==> config.mk <==
export PLATFORM = sky130hd
export DESIGN_NAME = spi_txn_arbiter
export DESIGN_NICKNAME = d
export VERILOG_FILES = /design/src/rtl/spi_pkg.sv /design/src/rtl/rr_pick.sv /design/src/rtl/spi_txn_arbiter.sv
export SDC_FILE = /design/constraint.sdc
export NUM_CORES = 1
export LEC_CHECK = 0
export CELL_PAD_IN_SITES_DETAIL_PLACEMENT = 1
export CELL_PAD_IN_SITES_GLOBAL_PLACEMENT = 2
export CORE_AREA = 10 10 77 79
export DETAILED_ROUTE_END_ITERATION = 8
export DIE_AREA = 0 0 87 89
export PLACE_DENSITY_LB_ADDON = 0.12
export SKIP_CTS_REPAIR_TIMING = 1
export SLEW_MARGIN = 20
export SYNTH_ARGS = -nofsm -noshare
export SYNTH_HDL_FRONTEND = slang
export SYNTH_SLANG_ARGS = --single-unit
==> constraint.sdc <==
create_clock -name clk -period 2.2 [get_ports clk]
set_clock_uncertainty 0.05 [all_clocks]
set_input_delay 0.66 -clock clk [delete_from_list [all_inputs] [get_ports clk]]
set_output_delay 0.66 -clock clk [all_outputs]
set_load 0.05 [all_outputs]
==> src/rtl/spi_pkg.sv <==
// Shared types and defaults for the SPI transaction arbiter.
// Pure declarations: no logic, no latency, no flow control.
package spi_pkg;

    typedef enum logic [1:0] {
        ST_IDLE  = 2'd0,
        ST_START = 2'd1,
        ST_WAIT  = 2'd2,
        ST_RESP  = 2'd3
    } state_e;

    localparam int NREQ_DEF           = 4;
    localparam int SPI_W_DEF          = 4;
    localparam int TIMEOUT_CYCLES_DEF = 1024;

endpackage

==> src/rtl/rr_pick.sv <==
// Round-robin selector: first set req bit at or after rr_ptr, wrapping.
// Latency: combinational. Backpressure: none (pure function of inputs).
module rr_pick #(
    parameter int NREQ = 4,
    parameter int IW   = $clog2(NREQ)
) (
    input  logic [NREQ-1:0] req,
    input  logic [IW-1:0]   rr_ptr,
    output logic [IW-1:0]   idx,
    output logic            any
);

    logic [IW:0]   sum;
    logic [IW-1:0] pos;

    always_comb begin
        idx = '0;
        any = 1'b0;
        sum = '0;
        pos = '0;
        for (int k = 0; k < NREQ; k++) begin
            sum = {1'b0, rr_ptr} + (IW+1)'(k);
            if (sum >= (IW+1)'(NREQ)) begin
                sum = sum - (IW+1)'(NREQ);
            end
            pos = sum[IW-1:0];
            if (!any && req[pos]) begin
                idx = pos;
                any = 1'b1;
            end
        end
    end

endmodule

==> src/rtl/spi_txn_arbiter.sv <==
// Shares one spi_master among NREQ requesters, one transaction per grant; optional watchdog via SPI_ARB_TIMEOUT_EN.
// Latency: spi_start 1 cycle after req seen in IDLE; response 1 cycle after the done rising edge.
// Backpressure: req is a level held until granted; req/req_data are ignored outside IDLE.
module spi_txn_arbiter
    import spi_pkg::*;
#(
    parameter int NREQ           = NREQ_DEF,
    parameter int W              = SPI_W_DEF,
    parameter int TIMEOUT_CYCLES = TIMEOUT_CYCLES_DEF
) (
    input  logic              clk,
    input  logic              rst_n,
    input  logic [NREQ-1:0]   req,
    input  logic [NREQ*W-1:0] req_data,
    output logic [NREQ-1:0]   gnt,
    output logic [NREQ-1:0]   rsp_valid,
    output logic [W-1:0]      rsp_data,
    output logic              rsp_err,
    output logic              spi_start,
    output logic [W-1:0]      spi_data_in,
    input  logic [W-1:0]      spi_data_out,
    input  logic              spi_done,
    output logic              busy
);

    localparam int IW = $clog2(NREQ);

    state_e        state_q, state_d;
    logic [IW-1:0] idx_q, idx_d;
    logic [IW-1:0] rr_ptr_q, rr_ptr_d;
    logic [W-1:0]  tx_q, tx_d;
    logic [W-1:0]  rsp_data_q, rsp_data_d;
    logic          rsp_err_q, rsp_err_d;
    logic          done_q;
    logic          done_rise;
    logic          wdog_expired;
    logic [IW-1:0] pick_idx;
    logic          pick_any;

    rr_pick #(
        .NREQ (NREQ),
        .IW   (IW)
    ) u_rr_pick (
        .req    (req),
        .rr_ptr (rr_ptr_q),
        .idx    (pick_idx),
        .any    (pick_any)
    );

    // A done level already high on WAIT entry has done_q=1, so it is not an edge.
    assign done_rise = spi_done & ~done_q;

`ifdef SPI_ARB_TIMEOUT_EN
    localparam int CW = $clog2(TIMEOUT_CYCLES + 1);

    logic [CW-1:0] wdog_q, wdog_d;

    always_comb begin
        wdog_d = wdog_q;
        if (state_q == ST_START) begin
            wdog_d = '0;
        end else if (state_q == ST_WAIT) begin
            wdog_d = wdog_q + CW'(1);
        end
    end

    always_ff @(posedge clk) begin
        if (!rst_n) begin
            wdog_q <= '0;
        end else begin
            wdog_q <= wdog_d;
        end
    end

    assign wdog_expired = (state_q == ST_WAIT) && (wdog_q == CW'(TIMEOUT_CYCLES - 1));
`else
    assign wdog_expired = 1'b0;
`endif

    always_comb begin
        state_d    = state_q;
        idx_d      = idx_q;
        tx_d       = tx_q;
        rr_ptr_d   = rr_ptr_q;
        rsp_data_d = rsp_data_q;
        rsp_err_d  = rsp_err_q;
        case (state_q)
            ST_IDLE: begin
                if (pick_any) begin
                    idx_d   = pick_idx;
                    tx_d    = req_data[int'(pick_idx)*W +: W];
                    state_d = ST_START;
                end
            end
            ST_START: begin
                state_d = ST_WAIT;
            end
            ST_WAIT: begin
                // A done edge beats a simultaneous watchdog expiry.
                if (done_rise) begin
                    rsp_data_d = spi_data_out;
                    rsp_err_d  = 1'b0;
                    state_d    = ST_RESP;
                end else if (wdog_expired) begin
                    rsp_data_d = '0;
                    rsp_err_d  = 1'b1;
                    state_d    = ST_RESP;
                end
            end
            ST_RESP: begin
                rr_ptr_d = (idx_q == IW'(NREQ - 1)) ? '0 : idx_q + IW'(1);
                state_d  = ST_IDLE;
            end
            default: begin
                state_d = ST_IDLE;
            end
        endcase
    end

    always_ff @(posedge clk) begin
        if (!rst_n) begin
            state_q    <= ST_IDLE;
            idx_q      <= '0;
            tx_q       <= '0;
            rr_ptr_q   <= '0;
            rsp_data_q <= '0;
            rsp_err_q  <= 1'b0;
            done_q     <= 1'b0;
        end else begin
            state_q    <= state_d;
            idx_q      <= idx_d;
            tx_q       <= tx_d;
            rr_ptr_q   <= rr_ptr_d;
            rsp_data_q <= rsp_data_d;
            rsp_err_q  <= rsp_err_d;
            done_q     <= spi_done;
        end
    end

    // Outputs decode registered state only.
    always_comb begin
        gnt       = '0;
        rsp_valid = '0;
        if (state_q != ST_IDLE) begin
            gnt[idx_q] = 1'b1;
        end
        if (state_q == ST_RESP) begin
            rsp_valid[idx_q] = 1'b1;
        end
    end

    assign spi_start   = (state_q == ST_START);
    assign busy        = (state_q != ST_IDLE);
    assign spi_data_in = tx_q;
    assign rsp_data    = rsp_data_q;
    assign rsp_err     = rsp_err_q;

endmodule

[After elaboration in Yosys (flattened, before gate mapping)]
Cells that the tools add are included.
Word-level totals
  bits in read-only memories: 0
  output and inout port bits: 19
  latch bits: 0
  bits in registers: 15
  bits of input ports: 27
  logic and storage cells: 73
  bits in writable memories: 0
  memories kept: 0
Operators by class
  bitwise operators: 2
  eq/ne operators: 6
  multiply operators: 0
  reductions and logical operators: 12
  div/mod/pow operators: 0
  $lt $le $gt $ge: 10
  shift operators: 1
  mux-type cells: 28
  add/subtract/negate cells: 8
Operators by type and width (number)
  $mux 2: 11
  $shiftx 16x5->4: 1
  $lt 2x3->1 const B: 5
  $ge 3x3->1 const B: 3
  $mux 1: 9
  $bmux 1 s2: 4
  $mux 4: 2
  $pmux 2 s4: 1
  $sub 2x1->2 const B: 4
  $add 2x2->3 const B: 2
  $eq 2x2->1 const B: 3
  $reduce_and 2->1: 3
  $logic_and 1x1->1: 4
  $ne 2x2->1 const B: 2
  $add 2x1->3 const B: 1
  $ge 2x3->1 const B: 1
  $logic_not 1->1: 3
  $add 2x1->2 const B: 1
  $demux 1 s2: 1
  $eq 2x1->1 const B: 1
  $ge 2x1->1 const B: 1
  $logic_not 2->1: 1
  $reduce_bool 2->1: 1
  $and 1x1->1: 1
  $not 1->1: 1

[Depth between registers and ports, before layout]
  depth in word-level cells: 16
  gate-level depth with buffers: 7

[Hierarchy]
From an unflattened synthesis, not the netlist that was laid out.
Unflattened totals
  cell total of the unflattened synthesis: 107
  area total of the unflattened synthesis: 968.4 um^2
By module, submodules not included
  spi_txn_arbiter: times used 1, area an instance 890.9 um^2, cells each 92
  rr_pick: times used 1, area an instance 77.6 um^2, cells each 15

[Least setup slack after synthesis]
No wires, ideal clock.
  kind: reg2out
  start: register state_q[0]
  end: output gnt[0]
  slack: 0.033 ns
  stages on the path, launching flop included: 5
  arrival: 1.457 ns
  cells stage by stage: dfxtp_1 -> inv_1 -> ha_1 -> clkbuf_2 -> nor2b_1
Between the ends
  word-level cells in the longest chain between the ends: 2
Ends and longest elaborated chain
  from (decl): line spi_txn_arbiter.sv:28  | state_e state_q, state_d;
  from (signal assigned): line spi_txn_arbiter.sv:130  | state_q <= state_d;
  $reduce_bool 2->1: line spi_txn_arbiter.sv:144  | if (state_q != ST_IDLE) begin
  $mux 4: line spi_txn_arbiter.sv:144
  to (decl): line spi_txn_arbiter.sv:15  | output logic [NREQ-1:0] gnt,
No other way between the ends.

[Worst setup path in the final report]
  start: input req[1]
  end: register tx_q[1] (netlist: spi_data_in[1])
Between the ends
  word-level cells in the longest chain between the ends: 13
Ends and longest elaborated chain
  from (decl): line spi_txn_arbiter.sv:13  | input logic [NREQ-1:0] req,
  $bmux 1 s2: line rr_pick.sv:27  | if (!any && req[pos]) begin
  $mux 1 (not written as such): line rr_pick.sv:27
  $mux 1: line rr_pick.sv:27
  $logic_not 1->1: line rr_pick.sv:27
  $logic_and 1x1->1: line rr_pick.sv:27
  $mux 1: line rr_pick.sv:27
  $logic_not 1->1: line rr_pick.sv:27
  $logic_and 1x1->1: line rr_pick.sv:27
  $mux 1: line rr_pick.sv:27
  $logic_not 1->1: line rr_pick.sv:27
  $logic_and 1x1->1: line rr_pick.sv:27
  $mux 2 / $mux 1 (equally long branches): line rr_pick.sv:27
  $shiftx 16x5->4 / $reduce_and 2->1 (equally long branches)
  to (signal assigned): line spi_txn_arbiter.sv:132  | tx_q <= tx_d;
  to (decl): line spi_txn_arbiter.sv:31  | logic [W-1:0] tx_q, tx_d;
Parallel ways exist; a longest one is shown, timed or not. The select of a mux whose other input is x is not followed.
A chain may end at the register's enable or synchronous reset.

==> run_results.csv <==
group,metric,value,unit
global_route,grt_pass1_wl,5.10,mm
power_and_ir_drop,p_per_area,965,nW/um^2
synthesis,ys_seq_area_frac,0.317,
setup_path,end_kind,"flop",
sta,slew_viol_final,0,
sta,rsz0062_at_grt,"false",
cells_and_area,drive_gt1_frac,0.264,
setup_path,crit_family,"buffers and inverters",
synthesis,yosys_warnings,0,
synthesis,async_reset_ff_frac,0,
drt,drc,0,
cells_and_area,num_antenna_cells,0,
cells_and_area,syn_to_final_growth,76.9,%
synthesis,ys.flop_type,"dfxtp_1",
synthesis,syn_area_per_cell,9.37,um^2
setup_path,cp.arrival,2.19,ns
global_route,grt_max_degree,11,
cells_and_area,layout_commonest_cell,"clkdlybuf4s50_1",
outcome,status,"completed",
sta,hold_violations,0,
floorplanning,io_pins,46,
setup_path,cp_cell_sequence,"clkdlybuf4s50_1, or3b_1, o221ai_4, buf_12, mux2i_1, o221ai_1",
drt,drtIter0Drc,41,
clocking,clockRootBuffer,"clkbuf_8",
sta,finalSetupViolCount,0,
floorplanning,core,4540,um^2
sta,fmax,0.473,GHz
floorplanning,row_count,25,
clocking,numCtsBuffers,3,
drt,firstDrtPassIters,4,
drt,via_per_inst,4.41,
clocking,clock_path_buffers,2,
floorplanning,start_util,0.209,
clocking,clk_pin_slew,0.06,ns
cells_and_area,num-fill-cells,517,
setup_path,slowest_delay,0.47,ns
cells_and_area,fin_nets,195,
job,drv_cap,0,
synthesis,synth_seq_cells,15,
placed_design,dp.cells,208,
floorplanning,fp.dieW,87,um
setup_path,crit_type,"in2reg",
setup_path,crit_path_start_kind,"input port",
synthesis,syn_area,946,um^2
synthesis,synth_top_area_frac,0.317,
synthesis,syn_nets,136,
global_route,track_usage,0.0817,
global_route,gr-usage-met1,0.0914,
synthesis,yosysTopAreaCell,"dfxtp_1",
cells_and_area,final_util,0.369,
clocking,clk_latency,0.24,ns
clocking,cts_max_level,1,
synthesis,synth.area.top_cells,"dfxtp_1 (32%), mux2i_1 (17%), ha_1 (11%), o221ai_1 (3.7%), nor2_1 (3.6%)",
setup_path,cp_num_buf_inv,2,
placed_design,dp.final_hpwl,2.56,mm
setup_path,cpMaxStageDelayCell,"clkdlybuf4s50_1",
synthesis,synth_edf_count,0,
global_route,met3_usage,0.0401,
power_and_ir_drop,leakage,0.758,nW
setup_path,required,2.27,ns
drt,ant_nets,0,
global_route,use_met2,0.131,
global_route,globalRouteOverflowTotal,0,
power_and_ir_drop,peakVddDrop,351,uV
worst_hold_path,hp-class,"reg2reg",
floorplanning,die_area,7740,um^2
global_route,antenna_found_initial,0,
setup_path,path_max_fanout,7,
placed_design,io_buffer_count,44,
sta,fin_crit,2.11,ns
placed_design,gp_congestion,0.728,
global_route,grt_pass1_vias,1041,
synthesis,syn_inst,101,
global_route,busiest_layer,"met2",
setup_path,rrSetupSlack,0.47,ns
sta,fin_crit_sh,0.960,
cells_and_area,final_cell_mix,"clkdlybuf4s50_1 (24), buf_4 (21), mux2i_1 (16), dfxtp_1 (15), buf_12 (10)",
clocking,clock-sinks,15,
drt,vias,940,
drt,wl_per_cell,14.0,um
clocking,cts_tree,"built",
synthesis,yosysUniqueCellTypes,29,
cells_and_area,stdcell_count,213,
floorplanning,die_h,89,um
drt,wl,2.97,mm
metal layers:
metal / part of all wire / wire (um)
met1: 0.44 / 1300
met2: 0.45 / 1330
met3: 0.11 / 318
met4: 0.010 / 30
met5: 0 / 0
cells in the mapped netlist, types with 2 or more instances:
master	number
mux2i_1	16
dfxtp_1	15
nor2_1	9
ha_1	8
inv_1	7
and2_1	5
nor2b_1	5
a21oi_1	4
nand3_1	4
o221ai_1	4
nand2_1	3
nand2b_1	3
or3_1	2
tightest hold or removal path, delay by kind of cell (launching register included):
family	cells	cell delay, ns
flip-flops	1	0.33
AND/OR/NAND/NOR	1	0.07
AO/OA/AOI/OAI	1	0.06
cell families after synthesis:
kind of cell             share of synthesized area
multiplexers                                 0.169
other                                      0.00396
AO/OA/AOI/OAI                                0.155
flip-flops                                   0.317
adder cells (fa/ha/maj)                      0.106
AND/OR/NAND/NOR                              0.204
buffers and inverters                       0.0450
registers in the layout, indices dropped and copies added (netlist names):
name / cells
done_q: 1
idx_q: 2
rr_ptr_q: 2
rsp_data: 4
spi_data_in: 4
state_q: 2
cell type report:
cell class | count | area (um^2) | share of cell area
Clock buffer | 4 | 45.0 | 0.0269
Sequential cell | 15 | 300 | 0.180
Tap cell | 54 | 67.6 | 0.0404
Inverter | 7 | 26.3 | 0.0157
Multi-Input combinational cell | 76 | 611 | 0.365
Timing Repair Buffer | 57 | 623 | 0.372
power breakdown:
part / total [W] / leakage, nW / switching [W] / internal, W
Combinational: 0.000999 / 0.612 / 0.000550 / 0.000449
Clock: 0.000225 / 0.0228 / 0.0000970 / 0.000128
Sequential: 0.000390 / 0.123 / 0.0000557 / 0.000334
path summary, 6_finish.rpt:
kind | depth (start not counted) | from | to
hold reg to reg | 2 | spi_data_in[0] | spi_data_in[0]
setup / recovery | 6 | req[1] | spi_data_in[1]
setup reg to reg | 6 | state_q[0] | spi_data_in[3]
hold / removal | 2 | spi_data_in[0] | spi_data_in[0]
stage by stage:
| step | power [W] | setup slack [ns] | setup TNS, ns | hold slack, ns | instance area (um^2) |
|---|---|---|---|---|---|
| 6_report | 0.00161 | 0.0870 | 0 | 0.448 | 1670 |
| 5_1_grt | 0.00173 | 0.00129 | 0 | 0.505 | 1670 |
| 4_1_cts | 0.00162 | -0.0393 | -0.0667 | 0.460 | 1640 |
| 3_5_place_dp | 0.00139 | -0.315 | -1.54 | 0.435 | 1600 |
| 3_3_place_gp | 0.00137 | -0.234 | -1.23 | 0.427 | 1600 |
| 2_1_floorplan | 0.000959 | 0.0325 | 0 | 0.419 | 946 |
Note: power is estimated with default switching activity, not from simulation.
